### src/rtl/eth_pkg.sv
// Shared definitions for the Ethernet TX arbiter: FSM state encoding,
// header byte layout, default header tag and datapath widths.
package eth_pkg;

  localparam int unsigned MAX_SRC = 4;   // widest source vector the arbiter supports
  localparam int unsigned GRANT_W = 2;   // width of a source index
  localparam int unsigned CNT_W   = 11;  // payload byte counter width (up to 2047 bytes)
  localparam int unsigned BYTE_W  = 8;

  localparam logic [3:0] HDR_TAG_DEFAULT = 4'hA;

  typedef enum logic [1:0] {
    ST_IDLE    = 2'd0,
    ST_HEADER  = 2'd1,
    ST_PAYLOAD = 2'd2,
    ST_DRAIN   = 2'd3
  } state_t;

  // Per-frame header byte sent ahead of every payload.
  typedef struct packed {
    logic [3:0]         tag;
    logic [1:0]         rsvd;
    logic [GRANT_W-1:0] src;
  } hdr_t;

  function automatic logic [BYTE_W-1:0] make_hdr(input logic [3:0]         tag,
                                                 input logic [GRANT_W-1:0] src);
    hdr_t h;
    h.tag  = tag;
    h.rsvd = 2'b00;
    h.src  = src;
    return h;
  endfunction

endpackage

### src/rtl/rr_select.sv
// Round-robin requester selection.
// Ports:
//   req        - request vector, one bit per source
//   last_grant - index of the previously granted source
//   grant      - first requester found scanning upward from last_grant+1, wrapping
//   any_req    - at least one request bit is set
module rr_select
  import eth_pkg::*;
#(
  parameter int unsigned NUM_SRC = MAX_SRC
) (
  input  logic [NUM_SRC-1:0] req,
  input  logic [GRANT_W-1:0] last_grant,
  output logic [GRANT_W-1:0] grant,
  output logic               any_req
);

  logic [MAX_SRC-1:0] req_pad;
  logic [GRANT_W-1:0] idx;

  // Zero-extend so a 2-bit index is always in range.
  always_comb begin
    req_pad              = '0;
    req_pad[NUM_SRC-1:0] = req;
  end

  // Scan offsets 1..NUM_SRC from the last grant; the first hit wins, so the
  // previous winner is considered last.
  always_comb begin
    grant   = '0;
    any_req = 1'b0;
    idx     = '0;
    for (int unsigned k = 1; k <= NUM_SRC; k++) begin
      idx = GRANT_W'((32'(last_grant) + k) % NUM_SRC);
      if (!any_req && req_pad[idx]) begin
        grant   = idx;
        any_req = 1'b1;
      end
    end
  end

endmodule

### src/rtl/ethernet_tx_arbiter.sv
// Frame-level round-robin arbiter feeding one Ethernet TX controller from
// up to four byte-stream sources. Each granted frame is prefixed with a
// header byte {HDR_TAG, 2'b00, grant_id}; payload bytes pass straight
// through from the granted source. Frames longer than MAX_BYTES are cut
// at MAX_BYTES and the remainder is discarded, setting a sticky error.
// Ports:
//   clk, rst_n          - clock, asynchronous active-low reset
//   src_data/valid/last - per-source byte stream (source i at byte lane i)
//   src_ready           - per-source accept, only the granted source is readied
//   data/valid/ready    - output byte stream to the TX controller
//   busy                - a frame is in progress (state other than IDLE)
//   grant_id            - current or most recent granted source
//   err_trunc           - sticky, a frame was truncated
module ethernet_tx_arbiter
  import eth_pkg::*;
#(
  parameter int unsigned NUM_SRC   = 4,
  parameter int unsigned MAX_BYTES = 1024,
  parameter logic [3:0]  HDR_TAG   = HDR_TAG_DEFAULT
) (
  input  logic                      clk,
  input  logic                      rst_n,
  input  logic [BYTE_W*NUM_SRC-1:0] src_data,
  input  logic [NUM_SRC-1:0]        src_valid,
  input  logic [NUM_SRC-1:0]        src_last,
  output logic [NUM_SRC-1:0]        src_ready,
  output logic [BYTE_W-1:0]         data,
  output logic                      valid,
  input  logic                      ready,
  output logic                      busy,
  output logic [GRANT_W-1:0]        grant_id,
  output logic                      err_trunc
);

  state_t                         state;
  logic [CNT_W-1:0]               byte_cnt;
  logic [GRANT_W-1:0]             last_grant;
  logic [GRANT_W-1:0]             rr_grant;
  logic                           rr_any;

  logic [MAX_SRC-1:0][BYTE_W-1:0] data_pad;
  logic [MAX_SRC-1:0]             valid_pad;
  logic [MAX_SRC-1:0]             last_pad;
  logic [MAX_SRC-1:0]             ready_pad;

  logic                           sel_valid;
  logic                           sel_last;
  logic                           pay_xfer;
  logic                           at_limit;

  rr_select #(
    .NUM_SRC (NUM_SRC)
  ) u_rr_select (
    .req        (src_valid),
    .last_grant (last_grant),
    .grant      (rr_grant),
    .any_req    (rr_any)
  );

  // Widen source vectors to the maximum source count for uniform indexing.
  always_comb begin
    data_pad               = '0;
    valid_pad              = '0;
    last_pad               = '0;
    data_pad[NUM_SRC-1:0]  = src_data;
    valid_pad[NUM_SRC-1:0] = src_valid;
    last_pad[NUM_SRC-1:0]  = src_last;
  end

  assign sel_valid = valid_pad[grant_id];
  assign sel_last  = last_pad[grant_id];
  assign pay_xfer  = (state == ST_PAYLOAD) && sel_valid && ready;
  // The transfer in flight is byte number MAX_BYTES of the frame.
  assign at_limit  = (byte_cnt == CNT_W'(MAX_BYTES - 1));

  // Frame sequencing; grant only changes when leaving IDLE.
  always_ff @(posedge clk or negedge rst_n) begin
    if (!rst_n) begin
      state      <= ST_IDLE;
      byte_cnt   <= '0;
      last_grant <= GRANT_W'(NUM_SRC - 1);
      grant_id   <= '0;
      err_trunc  <= 1'b0;
    end else begin
      case (state)
        ST_IDLE: begin
          if (rr_any) begin
            state      <= ST_HEADER;
            grant_id   <= rr_grant;
            last_grant <= rr_grant;
          end
        end
        ST_HEADER: begin
          if (ready) begin
            state    <= ST_PAYLOAD;
            byte_cnt <= '0;
          end
        end
        ST_PAYLOAD: begin
          if (pay_xfer) begin
            byte_cnt <= byte_cnt + CNT_W'(1);
            if (sel_last) begin
              state <= ST_IDLE;
            end else if (at_limit) begin
              state     <= ST_DRAIN;
              err_trunc <= 1'b1;
            end
          end
        end
        ST_DRAIN: begin
          if (sel_valid && sel_last) begin
            state <= ST_IDLE;
          end
        end
        default: state <= ST_IDLE;
      endcase
    end
  end

  // Output steering: header from the FSM, payload passed through with no
  // added latency, drained bytes accepted but never presented downstream.
  always_comb begin
    data      = '0;
    valid     = 1'b0;
    ready_pad = '0;
    case (state)
      ST_HEADER: begin
        data  = make_hdr(HDR_TAG, grant_id);
        valid = 1'b1;
      end
      ST_PAYLOAD: begin
        data                = data_pad[grant_id];
        valid               = sel_valid;
        ready_pad[grant_id] = ready;
      end
      ST_DRAIN: begin
        ready_pad[grant_id] = 1'b1;
      end
      default: begin
        data  = '0;
        valid = 1'b0;
      end
    endcase
  end

  assign src_ready = ready_pad[NUM_SRC-1:0];
  assign busy      = (state != ST_IDLE);

endmodule

### config.mk
export PLATFORM = sky130hd
export DESIGN_NAME = ethernet_tx_arbiter
export DESIGN_NICKNAME = d
export VERILOG_FILES = /design/src/rtl/eth_pkg.sv /design/src/rtl/rr_select.sv /design/src/rtl/ethernet_tx_arbiter.sv
export SDC_FILE = /design/constraint.sdc
export NUM_CORES = 1
export LEC_CHECK = 0
export CORE_AREA = 2 2 63 65
export DETAILED_ROUTE_END_ITERATION = 8
export DIE_AREA = 0 0 65 67
export GPL_ROUTABILITY_DRIVEN = 1
export PLACE_DENSITY = 0.76
export SLEW_MARGIN = 20
export SYNTH_ARGS = -nofsm -noshare
export SYNTH_HDL_FRONTEND = slang
export SYNTH_SLANG_ARGS = --single-unit
### constraint.sdc
create_clock -name clk -period 2.8 [get_ports clk]
set_input_delay 0.84 -clock clk [delete_from_list [all_inputs] [get_ports clk]]
set_output_delay 0.84 -clock clk [all_outputs]
set_load 0.01 [all_outputs]
==> Yosys cells after proc, flatten, opt, wreduce, memory -nomap -nowiden <==
Cells that the tools add are included.
{ "op_classes": {"n_reduce_logical": 17, "add_sub_neg": 5, "n_shift": 0, "bitwise_logic": 2, "order_cmp": 6, "muxes": 37, "eq_ne": 9, "div": 0, "mul": 0} }
{ "ops": {"columns": ["op", "n"], "rows": [
  ["$mux W11", 2],
  ["$pmux W11 S2", 1],
  ["$mux W2", 10],
  ["$bmux W8 S2", 1],
  ["$pmux W8 S2", 1],
  ["$lt A2 B3 Y1 const B", 5],
  ["$bmux W1 S2", 6],
  ["$add A11 B1 Y11 const B", 1],
  ["$eq A11 B10 Y1 const B", 1],
  ["$mux W1", 11],
  ["$mux W8", 1],
  ["$ne A2 B2 Y1 const B", 4],
  ["$pmux W2 S4", 1],
  ["$pmux W4 S2", 1],
  ["$logic_and A1 B1 Y1", 7],
  ["$reduce_and A5 Y1", 1],
  ["$add A2 B1 Y2 const B", 2],
  ["$add A2 B2 Y2 const B", 2],
  ["$and A4 B4 Y4", 1],
  ["$eq A2 B2 Y1 const B", 2],
  ["$reduce_and A4 Y1", 1],
  ["$reduce_bool A2 Y1", 2],
  ["$logic_not A1 Y1", 3],
  ["$ne A3 B3 Y1 const B", 1],
  ["8 further kinds", 8]
]} }
{ "totals": {"register_bits": 18, "n_memories": 0, "ramBits": 0, "out_inout_bits": 17, "latchBits": 0, "inputBits": 43, "mem_bits_ro": 0} }

==> Depth between registers and ports, before layout <==
{ "logic_depth": {"ltp_word": 15, "ltp_mapped": 7} }

==> By module <==
From an unflattened synthesis, not the netlist that was laid out.
{ "unflattened": {"hier_cells": 151, "hier_area_um2": 1500.2} }
{ "by_module_without_submodules": {"columns": ["module", "area_each_um2", "instances", "seq_area_each_um2", "cells_per_inst"], "rows": [
  ["ethernet_tx_arbiter", 1408.9, 1, 452.9, 137],
  ["rr_select", 91.3, 1, 0.0, 14]
]} }

==> Least setup slack after synthesis <==
OpenSTA, ideal clock, no wires.
{ "synth_path": {"path_kind": "input -> output", "startpoint": "in src_valid[3]", "endpoint": "out valid", "required_time_ns": 1.960, "arrival_ns": 1.579, "setup_slack_ns": 0.381, "cell_stages": 3, "path_cell_list": "mux4_2 > a21oi_1 > nor2b_1"} }
{ "synth_via": {"elab_chain_len": 3} }
{ "synth_lines": {"columns": ["item", "line", "source"], "rows": [
  ["start, declared", "ethernet_tx_arbiter.sv:24", "input logic [NUM_SRC-1:0] src_valid,"],
  ["$bmux W1 S2", "ethernet_tx_arbiter.sv:70", "assign sel_valid = valid_pad[grant_id];"],
  ["$mux W1 (implied by the code)", "ethernet_tx_arbiter.sv:70", null],
  ["$pmux W1 S2", "ethernet_tx_arbiter.sv:126", "case (state)"],
  ["end, declared", "ethernet_tx_arbiter.sv:28", "output logic valid,"]
]} }
Every way passes these cells. The select of a mux whose other input is x is not followed.

==> Worst setup path in the final report <==
{ "layout_path": {"startpoint": "in src_valid[1]", "endpoint": "out valid"} }
The elaborated chain is that of the path after synthesis.

==> impl_metrics.ini <==
[run_status]
outcome = finished clean

[detailed_routing]
drtAntennaViolNets = 0
first_pass_iters = 4
via_per_inst = 5.752
drtIter0Drc = 87
drc = 0
vias = 1576
wl_per_cell_um = 16.04
wl_um = 4396

[setup_path]
worstSetupEndpoint = valid
end_kind = primary output
r2r_start = state[0]
r2r_setup_slack_ns = 0.36
r2r_end = state[1]
cp_max_fo = 2
arrival_ns = 1.91
path_class = input pin to primary output
r2r_cells = 7
required_ns = 1.96
cp-start-kind = input pin
crit_path_start = src_valid[1]

[power]
p_switching_mw = 0.7531
ir_drop_mv = 0.4775
power_density_nw_per_um2 = 783.6
p_int_mw = 1.009
p_leak_nw = 1.006
combinationalPowerShare_pct = 67.2
sw_frac_of_total_pct = 42.75
pwr-share-clk_pct = 10.8
seqPwrFrac_pct = 22.0

[cells_and_area]
seq_area_um2 = 452.9
stdcell_count = 274
area_delta_synth_final_pct = 46.46
n_antenna_cell = 0
fin_util_pct = 62.35
nets = 275
multi_input_area_um2 = 1049
fillCellCount = 340
drive_gt1_share_pct = 23.01

[global_routing]
antenna_found_initial = 0
grt_pass1_vias = 1537
grt_pass1_wl_um = 6948
grt_max_degree = 20
grt.total_usage_pct = 20.48
globalRoute.totalOverflow = 0

[place]
io_buffers = 59
dpl.hpwl_um = 3494
gp_congestion = 0.8786
dp.cells = 270
pre_cts_ws_ns = -0.5034

[floorplanning]
row_count = 22
start_util_pct = 42.57
core_um2 = 3606
die_x_um = 65
die_y_um = 67
dieArea_um2 = 4355
io_pins = 60

[synthesis]
synth_compound_area_share_pct = 15.97
syn_avg_cell_area_um2 = 9.717
netlist_area_um2 = 1535
netlist_instances = 158
yosysSeqAreaShare_pct = 29.50
synth.net_count = 206
synth_xor_area_share_pct = 0
synth-seq-cells = 18
synth_simple_gate_area_share_pct = 24.45
synth_adder_area_share_pct = 4.075
synth.distinct_cells = 48
synth_top_family_by_area = simple AND/OR/NAND/NOR gates
synth_warnings = 0
synth-async-reset-ratio_pct = 100.0
yosys-mux-area-fraction_pct = 21.35
synth_ff_type = dfrtp_1
synth_edf_count = 0

[timing]
fmax_mhz = 364.2
setup_viol = 0
hold_slack_ns = 0.4960
worst_slack_ns = 0.05445
relSlewSlack_pct = 63.81
rsz0062_at_grt = no
worstMarginPinSlew_ns = 0.5429
setup-tns-final_ns = 0
maxSlewViolCount = 0
clock_skew_ns = 0.007308
final.min_clock_period_ns = 2.746
post-route-period-util_pct = 98.06
hold_violations = 0

[clocking]
cts_buffer_depth = 2
cts_tree = done
postCtsHoldBufs = 0
numCtsBuffers = 3
clock-sinks = 18
htreeDepth = 1
clk_latency_ns = 0.25
cts-root-buf = clkbuf_8
path_clk_slew_ns = 0.07
postCtsSetupBuffers = 0

[hold_path]
hold_class = flop to flop

[run]
cap_violations = 0
[layer usage]
layer  up-vias  track usage, %  part of all wire, %
met5         -               0                    0
met4         0           5.851                 0.98
met3         6           2.872                  2.6
met2        33           37.63                   54
met1       795           24.79                   42
li1        742               -                    -
[cell usage after synthesis (4+ instances only)]
library cell  instances  share of area [%]
nor2b_1               7                2.9
nand3_1               5                1.6
inv_1                 9                2.2
mux4_2               10                 15
nand2b_1              8                3.3
a21oi_1               7                2.3
mux2i_1               8                5.2
and3_1                4                1.6
nor4_1                9                3.7
nand2_1              15                3.7
ha_1                  5                4.1
dfrtp_1              16                 26
[critical path, cell delays in order]
cell           delay (ns)
dlygate4sd2_1        0.24
mux4_2               0.49
a21oi_2              0.15
nor2b_1              0.05
buf_2                0.13
[cells in the final DEF, fill, tap and decap left out, drive strengths merged, types with 3 or more instances in the layout]
cell type       n
clkdlybuf4s50   9
nor2            3
clkdlybuf4s15   3
a22oi           3
dlygate4sd2    34
nor4            9
o21ai           3
mux4           10
mux2i           8
inv             9
a21boi          3
a21oi           7
buf            22
nand2          15
nor3            3
nand3           5
nor2b           7
o41ai           3
and3            4
nand2b          8
dfrtp          16
ha              5
clkbuf          6
[kinds of logic (layout without fill, tap and decap cells)]
kind of cell               after synthesis  in the layout
and+or+nand+nor                         65             65
AOI/OAI and AO/OA                       33             33
muxes                                   20             20
DFF                                     18             18
buffers and inverters                   17             85
adders and majority gates                5              5
[worst min path at each step]
| stage | startpoint | end | slack, ns | cells after the start |
|---|---|---|---|---|
| final | err_trunc | err_trunc | 0.50 | 1 |
| after global routing | err_trunc | err_trunc | 0.52 | 1 |
| after CTS | err_trunc | err_trunc | 0.50 | 1 |
| after detailed placement | err_trunc | err_trunc | 0.48 | 1 |
| after global placement | err_trunc | err_trunc | 0.47 | 1 |
| after floorplan | last_grant[0] | last_grant[0] | 0.48 | 2 |
[final cells by class]
| class | count | share of cell area, % |
|---|---|---|
| multi-input cells | 123 | 46.63 |
| repair buffers | 72 | 27.05 |
| flip-flops and latches | 18 | 20.14 |
| well taps | 48 | 2.671 |
| clock buffers | 4 | 2.003 |
| inverters | 9 | 1.503 |
[registers in the layout, summed over array words and instances, names as in the netlist]
register	cells
state	2
grant_id	2
last_grant	2
err_trunc	1
byte_cnt	11
[power groups by stage]
stage               combinational (mW)  clock (mW)  sequential, mW
floorplan                        0.748           0           0.383
global placement                  1.17           0           0.385
finish                            1.18       0.190           0.388
detailed placement                1.21           0           0.393
global route                      1.28       0.200           0.399
CTS                               1.18       0.193           0.387
[per-stage QoR]
stage          power [mW]  area [um2]
2_1_floorplan       1.132        1535
6_report            1.762        2248
3_3_place_gp        1.559        2246
3_5_place_dp        1.604        2246
5_1_grt             1.874        2248
4_1_cts             1.763        2242
[what timing repair did]
action                                  in CTS  in global routing
pin swaps                                    7                  1
gates resized for setup                     86                  9
endpoints found under the setup margin      13                  6
(Power assumes the default switching activity.)
